==> src/rtl/cpu_mem_pkg.sv <==
// Shared types and constants for the CPU data-memory load/store controller.
package cpu_mem_pkg;

  localparam int unsigned XLEN = 32;
  localparam int unsigned BE_W = XLEN / 8;

  localparam logic [2:0] F3_B  = 3'b000;
  localparam logic [2:0] F3_H  = 3'b001;
  localparam logic [2:0] F3_W  = 3'b010;
  localparam logic [2:0] F3_BU = 3'b100;
  localparam logic [2:0] F3_HU = 3'b101;

  typedef enum logic [1:0] {
    IDLE = 2'd0,
    REQ  = 2'd1,
    DONE = 2'd2
  } state_e;

  // Bus command latched on acceptance and held for the whole transaction.
  typedef struct packed {
    logic            we;
    logic [XLEN-1:0] addr;
    logic [BE_W-1:0] be;
    logic [XLEN-1:0] wdata;
  } mem_cmd_t;

  // Stores only have B/H/W; loads add the unsigned BU/HU variants.
  function automatic logic f3_legal(input logic is_store, input logic [2:0] f3);
    logic ok;
    ok = 1'b0;
    case (f3)
      F3_B, F3_H, F3_W: ok = 1'b1;
      F3_BU, F3_HU:     ok = ~is_store;
      default:          ok = 1'b0;
    endcase
    return ok;
  endfunction

endpackage

==> src/rtl/cpu_mem_lane_align.sv <==
// Byte-lane steering: byte enables, store-data replication, load shift and
// alignment check for a word-organised data bus.
module cpu_mem_lane_align
  import cpu_mem_pkg::*;
(
  input  logic [2:0]      funct3_i,
  input  logic [1:0]      off_i,
  input  logic [1:0]      rd_off_i,
  input  logic [XLEN-1:0] store_data_i,
  input  logic [XLEN-1:0] rdata_i,
  output logic [BE_W-1:0] be_o,
  output logic [XLEN-1:0] wdata_o,
  output logic [XLEN-1:0] rdata_o,
  output logic            misaligned_o
);

  always_comb begin
    be_o         = '0;
    wdata_o      = store_data_i;
    misaligned_o = 1'b0;
    case (funct3_i)
      F3_B, F3_BU: begin
        be_o    = BE_W'(4'b0001 << off_i);
        wdata_o = {4{store_data_i[7:0]}};
      end
      F3_H, F3_HU: begin
        be_o         = BE_W'(4'b0011 << off_i);
        wdata_o      = {2{store_data_i[15:0]}};
        misaligned_o = off_i[0];
      end
      F3_W: begin
        be_o         = '1;
        wdata_o      = store_data_i;
        misaligned_o = |off_i;
      end
      default: begin
        be_o         = '0;
        wdata_o      = store_data_i;
        misaligned_o = 1'b0;
      end
    endcase
  end

  // Load lane uses the offset captured at acceptance, not the live address.
  assign rdata_o = rdata_i >> {rd_off_i, 3'b000};

endmodule

==> src/rtl/cpu_data_mem_ctrl.sv <==
// Load/store bus controller: accepts one aligned access, drives a word-aligned
// request with byte enables, stalls the pipeline until ack or timeout.
module cpu_data_mem_ctrl
  import cpu_mem_pkg::*;
#(
  parameter int unsigned TIMEOUT = 255
) (
  input  logic        clk,
  input  logic        rst,
  input  logic        load,
  input  logic        store,
  input  logic [2:0]  funct3,
  input  logic [31:0] addr,
  input  logic [31:0] store_data,
  output logic        mem_req,
  output logic        mem_we,
  output logic [31:0] mem_addr,
  output logic [3:0]  mem_be,
  output logic [31:0] mem_wdata,
  input  logic        mem_ack,
  input  logic [31:0] mem_rdata,
  output logic        stall,
  output logic [31:0] load_data,
  output logic        load_valid,
  output logic        misaligned,
  output logic        bus_error
);

  localparam int unsigned CNT_W = $clog2(TIMEOUT + 1);

  state_e            state_q, state_d;
  logic [CNT_W-1:0]  cnt_q, cnt_d;
  mem_cmd_t          cmd_q, cmd_d;
  logic [1:0]        off_q, off_d;
  logic [XLEN-1:0]   load_data_q, load_data_d;
  logic              load_valid_q, load_valid_d;
  logic              bus_error_q, bus_error_d;
  logic              mem_req_q, mem_req_d;

  logic [BE_W-1:0]   be_c;
  logic [XLEN-1:0]   wdata_c;
  logic [XLEN-1:0]   rdata_shift_c;
  logic              misal_c;
  logic              access_c;
  logic              accept_c;

  cpu_mem_lane_align u_lane_align (
    .funct3_i     (funct3),
    .off_i        (addr[1:0]),
    .rd_off_i     (off_q),
    .store_data_i (store_data),
    .rdata_i      (mem_rdata),
    .be_o         (be_c),
    .wdata_o      (wdata_c),
    .rdata_o      (rdata_shift_c),
    .misaligned_o (misal_c)
  );

  // Illegal funct3 is a silent no-op: neither accepted nor flagged.
  assign access_c   = (load | store) & f3_legal(store, funct3);
  assign accept_c   = (state_q == IDLE) & access_c & ~misal_c;
  assign misaligned = (state_q == IDLE) & access_c & misal_c;
  assign stall      = ~rst & (accept_c | (state_q == REQ));

  always_comb begin
    state_d      = state_q;
    cnt_d        = cnt_q;
    cmd_d        = cmd_q;
    off_d        = off_q;
    load_data_d  = load_data_q;
    load_valid_d = 1'b0;
    bus_error_d  = 1'b0;
    mem_req_d    = mem_req_q;
    case (state_q)
      IDLE: begin
        if (accept_c) begin
          cmd_d.we    = store;
          cmd_d.addr  = {addr[31:2], 2'b00};
          cmd_d.be    = be_c;
          cmd_d.wdata = store ? wdata_c : '0;
          off_d       = addr[1:0];
          cnt_d       = '0;
          mem_req_d   = 1'b1;
          state_d     = REQ;
        end
      end
      REQ: begin
        cnt_d = cnt_q + CNT_W'(1);
        if (mem_ack) begin
          mem_req_d = 1'b0;
          if (!cmd_q.we) begin
            load_data_d  = rdata_shift_c;
            load_valid_d = 1'b1;
          end
          state_d = DONE;
        end else if (cnt_q == CNT_W'(TIMEOUT - 1)) begin
          mem_req_d   = 1'b0;
          bus_error_d = 1'b1;
          state_d     = DONE;
        end
      end
      DONE: begin
        state_d = IDLE;
      end
      default: begin
        state_d   = IDLE;
        mem_req_d = 1'b0;
      end
    endcase
  end

  always_ff @(posedge clk) begin
    if (rst) begin
      state_q      <= IDLE;
      cnt_q        <= '0;
      cmd_q        <= '0;
      off_q        <= '0;
      load_data_q  <= '0;
      load_valid_q <= 1'b0;
      bus_error_q  <= 1'b0;
      mem_req_q    <= 1'b0;
    end else begin
      state_q      <= state_d;
      cnt_q        <= cnt_d;
      cmd_q        <= cmd_d;
      off_q        <= off_d;
      load_data_q  <= load_data_d;
      load_valid_q <= load_valid_d;
      bus_error_q  <= bus_error_d;
      mem_req_q    <= mem_req_d;
    end
  end

  assign mem_req    = mem_req_q;
  assign mem_we     = cmd_q.we;
  assign mem_addr   = cmd_q.addr;
  assign mem_be     = cmd_q.be;
  assign mem_wdata  = cmd_q.wdata;
  assign load_data  = load_data_q;
  assign load_valid = load_valid_q;
  assign bus_error  = bus_error_q;

endmodule
==> config.mk <==
export PLATFORM = sky130hd
export DESIGN_NAME = cpu_data_mem_ctrl
export DESIGN_NICKNAME = d
export VERILOG_FILES = /design/src/rtl/cpu_mem_pkg.sv /design/src/rtl/cpu_mem_lane_align.sv /design/src/rtl/cpu_data_mem_ctrl.sv
export SDC_FILE = /design/constraint.sdc
export NUM_CORES = 1
export LEC_CHECK = 0
export ABC_AREA = 1
export BUFFER_PORTS_ARGS = -buffer_cell sky130_fd_sc_hd__buf_2
export CORE_ASPECT_RATIO = 0.5
export CORE_MARGIN = 4
export CORE_UTILIZATION = 48
export DETAILED_ROUTE_END_ITERATION = 7
export GPL_TIMING_DRIVEN = 0
export HOLD_SLACK_MARGIN = 0.02
export PLACE_DENSITY = 0.88
export SKIP_LAST_GASP = 1
export SLEW_MARGIN = 20
export SYNTH_ARGS = -nofsm -noshare
export SYNTH_HDL_FRONTEND = slang
export SYNTH_HIERARCHICAL = 1
export SYNTH_SLANG_ARGS = --single-unit
==> constraint.sdc <==
create_clock -name clk -period 1.9 [get_ports clk]
set_input_delay 0.19 -clock clk [delete_from_list [all_inputs] [get_ports clk]]
set_output_delay 0.19 -clock clk [all_outputs]
set_load 0.1 [all_outputs]
==> results of run 1 <==
-- report_power, final --
part / internal [W] / total, W / leakage [nW] / switching [W]
combinational: 0.000479 / 0.00224 / 2.63 / 0.00176
clock: 0.00236 / 0.00354 / 0.314 / 0.00118
sequential: 0.00255 / 0.00263 / 0.930 / 0.0000861
-- through the flow --
step | cell area (µm²) | worst slack [ps]
finish | 7340 | 58.37
global route | 7340 | -22.31
CTS | 7338 | 29.63
detailed placement | 6505 | -232.3
global placement | 6505 | -216.8
floorplan | 5294 | 7.762
-- kinds of logic after synthesis --
kind of cell / share of synthesized area, %
flip-flops: 43.33
AND/OR/NAND/NOR: 36.25
adder cells (fa/ha/maj): 0.4750
other: 0.07119
buffers and inverters: 8.765
XOR/XNOR: 0.3326
AO/OA/AOI/OAI: 10.78
-- worst max-delay path, cell delays in order (launching register included) --
cell     delay, ps
dfxtp_1        300
inv_1           80
nand2_1        110
nor2_2         150
nand4_4        110
buf_12         160
a21oi_4        150
buf_12         190
-- synth_stat cells --
cell      instances
nand2_1         174
dfxtp_1         114
buf_6             1
ha_1              2
nor2_1          155
nand2_2           1
nand3b_1          1
inv_1            36
clkbuf_1         18
nor3_1            2
xor2_1            2
o21ai_0          86
and2_1            8
o21ai_1          13
nor2_2            1
inv_2             3
o21ai_2           1
nor2_4            2
a21oi_1          10
buf_2            21
nand3_1          95
buf_4            16
buf_1             3
conb_1            1
o22ai_1           1
o31ai_1           1
or2_1             2
nand4_4           1
or2_0             6
nand4_1           3
or2_2             1
-- registers in the layout, indices dropped and copies added (netlist names), 2 cells and up --
register,cells
cnt_q,8
load_data,32
mem_addr,30
mem_be,4
mem_wdata,32
off_q,2
state_q,2
-- per-layer routing --
metal	global-route usage [%]	vias to the layer above
li1	-	2993
met2	48.67	333
met5	0	-
met4	15.93	0
met1	32.06	2764
met3	6.684	75
-- area by class of cell --
cell class                 instances  share of cell area [%]
inverter                          39                   1.995
buffer                            57                   4.296
timing repair buffer             224                   16.60
clock inverter                    13                   2.813
tap                              140                   2.387
sequential                       114                   31.09
clock buffer                      19                   6.035
multi-input combinational        570                   34.78
-- layout by cell type, fill, tap and decap left out, types with 9 or more instances in the layout --
cell type,netlist,layout
inv_1,36,34
dlygate4sd3_1,0,15
a21oi_1,10,9
nor2_1,155,154
clkbuf_1,18,18
buf_2,21,225
o21ai_0,86,86
buf_4,16,18
clkbuf_16,0,17
nand2_1,174,174
o21ai_1,13,13
nand3_1,95,95
dfxtp_1,114,114
-- worst max path at each step --
| stage | startpoint | to | slack [ps] | depth (start not counted) |
|---|---|---|---|---|
| after floorplan | funct3[0] | stall | 8 | 10 |
| after global placement | funct3[0] | stall | -220 | 12 |
| after detailed placement | funct3[0] | stall | -230 | 12 |
| after CTS | state_q[0]$_SDFFE_PP0P_ | stall | 30 | 7 |
| after global routing | state_q[1]$_SDFFE_PP0P_ | stall | -20 | 7 |
| final | state_q[1]$_SDFFE_PP0P_ | stall | 60 | 7 |
-- repair_timing --
action	in CTS	in global routing
resized for setup	6	2
hold endpoints to repair	15	0
hold buffers	15	0
setup endpoints to repair	1	17
setup buffers	2	0
pin swaps	1	1
==> metrics, run 1 <==
Antenna Cells 0; ranking of synthesized cells by area dfxtp_1 43%, nand2_1 12%, nor2_1 11%, nand3_1 9.0%, o21ai_0 8.2%; Avg WL per Cell 15.41 µm; type of the worst min-delay path in2reg; worst rel slew slack 60.08%; area growth from synthesis to layout 39.33%; Core Util, Final 70.29%; crit end category output port; met1 WL 7051 µm; placed insts 1,129; met3 WL post-DR 1561 µm; metal2 WL 8685 µm; GRT Total Usage 27.93%; Post-DRT Antenna Nets 0; fmax 543.0 MHz; yosys warns 6; FF-to-FF End mem_addr[24]$_SDFFE_PP0P_; final hold violations 0; CTS tree done; H-tree depth 4; I/O Buffers 207; status complete, no violations; sequential-to-total area share from yosys stat 43.33%; starting density of the core 50.44%; Top Layer Used met4; Worst Hold Path Cells 3; Non-Filler Instances 1,176; die area 0.01282 mm²; clock tree buffer depth 2; Leak 3.878 nW; Fill cells 865; slew of the pin with the lowest slew margin 598.8 ps; Hold Worst Slack 20.66 ps; hold path endpoint mem_addr[27]$_SDFFE_PP0P_; DP Wirelength 12,760 µm; area taken by flip-flops and latches 0.002282 mm²; routability congestion estimate 0.9771; crit path max fanout 2; minimum clock period 1842 ps; clock root buffer clkbuf_16; Multi-input gate area 0.002552 mm²; period utilisation layout 96.93%; r2r startpoint state_q[0]$_SDFFE_PP0P_; Synth Instances 781; core area 0.01044 mm²; largest net degree at the start of global routing 19; vias 6,165; kind of critical path reg2out; peak supply drop 0.6783 mV; Max Slew Vio Count 0; Avg Inst Size Synth 6.745 µm²; max-cap check violation count 0; WP data arrival 1650 ps; share of layout cells above drive strength 1 28.19%; clk_skew 7.437 ps; initial antenna violation count 0; DR pass1 iterations 8; critical path required time 1710 ps; first-pass GRT wire length 28,180 µm; vias in the first global route 5,908; Synth cell types 31; std cell rows 26; die width 156.2 µm; overall die height 82.08 µm; Overall Power 0.008418 W; CP Launch Type flip-flop; post-DR vias/cell 5.242; drt drc 0; FF+latch count, synth 114; DRT iter0 DRCs 494; Synth top area share 43.33%; GRT Residual Overflow 0; area leader, netlist dfxtp_1; Nets 1,129; CTS clk-pin slew, worst paths 60 ps; Fin Setup TNS 0 ps; R2R Setup Slk 110 ps; final setup vio count 0; Post-Route WL 18,120 µm; RSZ-0062 raised after global routing true; Post-Syn Area 0.005268 mm²; Worst Reg-to-Reg Cells 9; Power Dens Cells 1147 mW/mm²; CTS Buf Count 17; clock latency on the worst-skew pair 420 ps; TritonCTS Sinks 114; hold_sp addr[27]; top-level port count 210
(Power assumes the default switching activity.)
==> run 2, diff against run 1 <==
--- a/config.mk
+++ b/config.mk
@@ -5,11 +5,11 @@
 export SDC_FILE = /design/constraint.sdc
 export NUM_CORES = 1
 export LEC_CHECK = 0
-export ABC_AREA = 1
 export BUFFER_PORTS_ARGS = -buffer_cell sky130_fd_sc_hd__buf_2
 export CORE_ASPECT_RATIO = 0.5
 export CORE_MARGIN = 4
 export CORE_UTILIZATION = 48
+export CTS_BUF_LIST = sky130_fd_sc_hd__clkbuf_8 sky130_fd_sc_hd__clkbuf_16
 export DETAILED_ROUTE_END_ITERATION = 7
 export GPL_TIMING_DRIVEN = 0
 export HOLD_SLACK_MARGIN = 0.02
==> metrics, run 2 <==
Overall Power 0.007456 W; kind of critical path reg2out; final setup vio count 1; drt drc 0; die area 0.01273 mm²; clock root buffer clkbuf_16; DR pass1 iterations 6; sequential-to-total area share from yosys stat 43.64%; core area 0.01041 mm²; I/O Buffers 205; GRT Total Usage 26.69%; Synth cell types 45; overall die height 81.81 µm; DRT iter0 DRCs 482; Placed Instance Area 0.006461 mm²; clk_skew 8.241 ps; critical path required time 1710 ps; Max Slew Vio Count 0; DP Wirelength 12,090 µm; top-level port count 210; Non-Filler Instances 1,046; final hold violations 0; die width 155.6 µm; most frequent cells in the layout 216 x buf_2, 182 x nand2_1, 114 x dfxtp_1; Antenna Cells 0; CTS tree done; area growth from synthesis to layout 39.23%; Top Layer Used met4; Leak 3.193 nW; slew of the pin with the lowest slew margin 650.2 ps; mux contribution to synthesized area 11.10%; starting density of the core 50.24%; RSZ-0062 raised after global routing true; Core Util, Final 69.95%; Avg Inst Size Synth 8.034 µm²; Fill cells 779; area leader, netlist dfxtp_1; vias 5,711; R2R Setup Slk 190 ps; status finished with violations; max-cap check violation count 0; failing checks negative setup slack; top_reg_cell synth dfxtp_1; peak supply drop 0.6730 mV; Synth Area in Simple Gates 22.06%; initial antenna violation count 0; type of the worst min-delay path in2reg; GRT Residual Overflow 0; routability congestion estimate 0.8732; leading cell type in the layout, fill and taps excluded buf_2; minimum clock period 1915 ps; Synth top cells by count 182 x nand2_1, 114 x dfxtp_1, 106 x a21oi_1; metal2 WL 8470 µm; post-synthesis adder-cell area fraction 0.4785%; TritonCTS Sinks 114; clock tree buffer depth 2; largest family of logic cells by synthesized area simple AND/OR/NAND/NOR gates; Avg WL per Cell 16.82 µm; met1 WL 7131 µm; fin area 0.007282 mm²; Synth top area share 43.64%; first-pass GRT wire length 27,050 µm; post-synthesis compound-gate area fraction 14.88%; std cell rows 26; largest net degree at the start of global routing 19; worst rel slew slack 56.65%; Synth Area in XOR/XNOR 0.5024%; CTS Buf Count 17; placed insts 997; yosys warns 6; Power Dens Cells 1024 mW/mm²; Fin Setup TNS -15.29 ps; crit end category output port; Synth Instances 651; fmax 522.1 MHz; Post-synth EDFFs 0; async set or reset register ratio after synthesis 0%; CTS clk-pin slew, worst paths 60 ps; CP Launch Type flip-flop; WP data arrival 1730 ps; H-tree depth 4; met3 WL post-DR 1462 µm; crit path max fanout 5; share of layout cells above drive strength 1 33.55%; post-DR vias/cell 5.460; clock latency on the worst-skew pair 410 ps; Post-Syn Area 0.005230 mm²; Post-Route WL 17,590 µm; Nets 1,000; vias in the first global route 5,478; ranking of synthesized cells by area dfxtp_1 44%, nand2_1 13%, a21oi_1 10%, mux2i_1 7.7%, nand3_1 3.6%; setup ws final -15.29 ps; most common cell in the netlist nand2_1; Post-DRT Antenna Nets 0; FF+latch count, synth 114; period utilisation layout 100.8%
[run 2: metrics by stage]
step / setup slack, ps / hold WS (ps)
after floorplan: -130.6 / 266.3
after global placement: -355.1 / 406.0
after detailed placement: -402.5 / 409.6
after CTS: -58.39 / 21.02
after global routing: -78.41 / 30.53
final: -15.29 / 26.87
[run 2: worst paths after layout]
| path | start | to | depth (start not counted) |
|---|---|---|---|
| setup / recovery | state_q[1]$_SDFFE_PP0P_ | stall | 5 |
| hold / removal | addr[30] | mem_addr[30]$_SDFFE_PP0P_ | 3 |
| setup reg to reg | state_q[1]$_SDFFE_PP0P_ | mem_we$_SDFFE_PP0P_ | 7 |
| hold reg to reg | mem_wdata[21]$_SDFFE_PP0P_ | mem_wdata[21]$_SDFFE_PP0P_ | 2 |
[run 2: area by class of cell]
| type | instances | area [µm²] | share of cell area (%) |
|---|---|---|---|
| well taps | 140 | 175.2 | 2.405 |
| clock inverters | 9 | 80.08 | 1.100 |
| repair buffers | 224 | 1236 | 16.98 |
| inverters | 3 | 11.26 | 0.1546 |
| clock buffers | 22 | 494.2 | 6.787 |
| multi-input cells | 472 | 2621 | 36.00 |
| plain buffers | 62 | 381.6 | 5.241 |
| flip-flops and latches | 114 | 2282 | 31.34 |
[run 2: logic make-up (layout without fill, tap and decap cells)]
family                     count (synthesis)  after routing
adders and majority gates                  2              2
xor gates and xnor gates                   3              3
other                                      1              2
muxes                                     56             56
and+or+nand+nor                          269            269
buffers and inverters                     66            320
DFF                                      114            114
AOI/OAI and AO/OA                        140            140
[run 2: routing by layer]
metal	vias to the layer above	GRT usage (%)
li1	2684	-
met1	2633	31.79
met2	332	47.28
met3	62	7.158
met4	0	9.432
met5	-	0
[run 2: what timing repair did]
action,CTS,global route
hold buffers,17,0
endpoints found under the setup margin,2,41
gates resized for setup,8,10
hold endpoints to repair,17,0
buffers inserted,1,1
pin swaps,1,3
[run 2: critical path, cell delays in order, from the launching register on]
cell and delay, ps:
dfxtp_1 380, nor3_4 250, o2111ai_2 180, buf_6 170
a21oi_4 140, buf_12 190
[run 2: report_power, final]
group | internal (W) | total, W | switching, W
clock network | 0.00195 | 0.00310 | 0.00115
logic | 0.000459 | 0.00179 | 0.00133
registers | 0.00250 | 0.00257 | 0.0000639
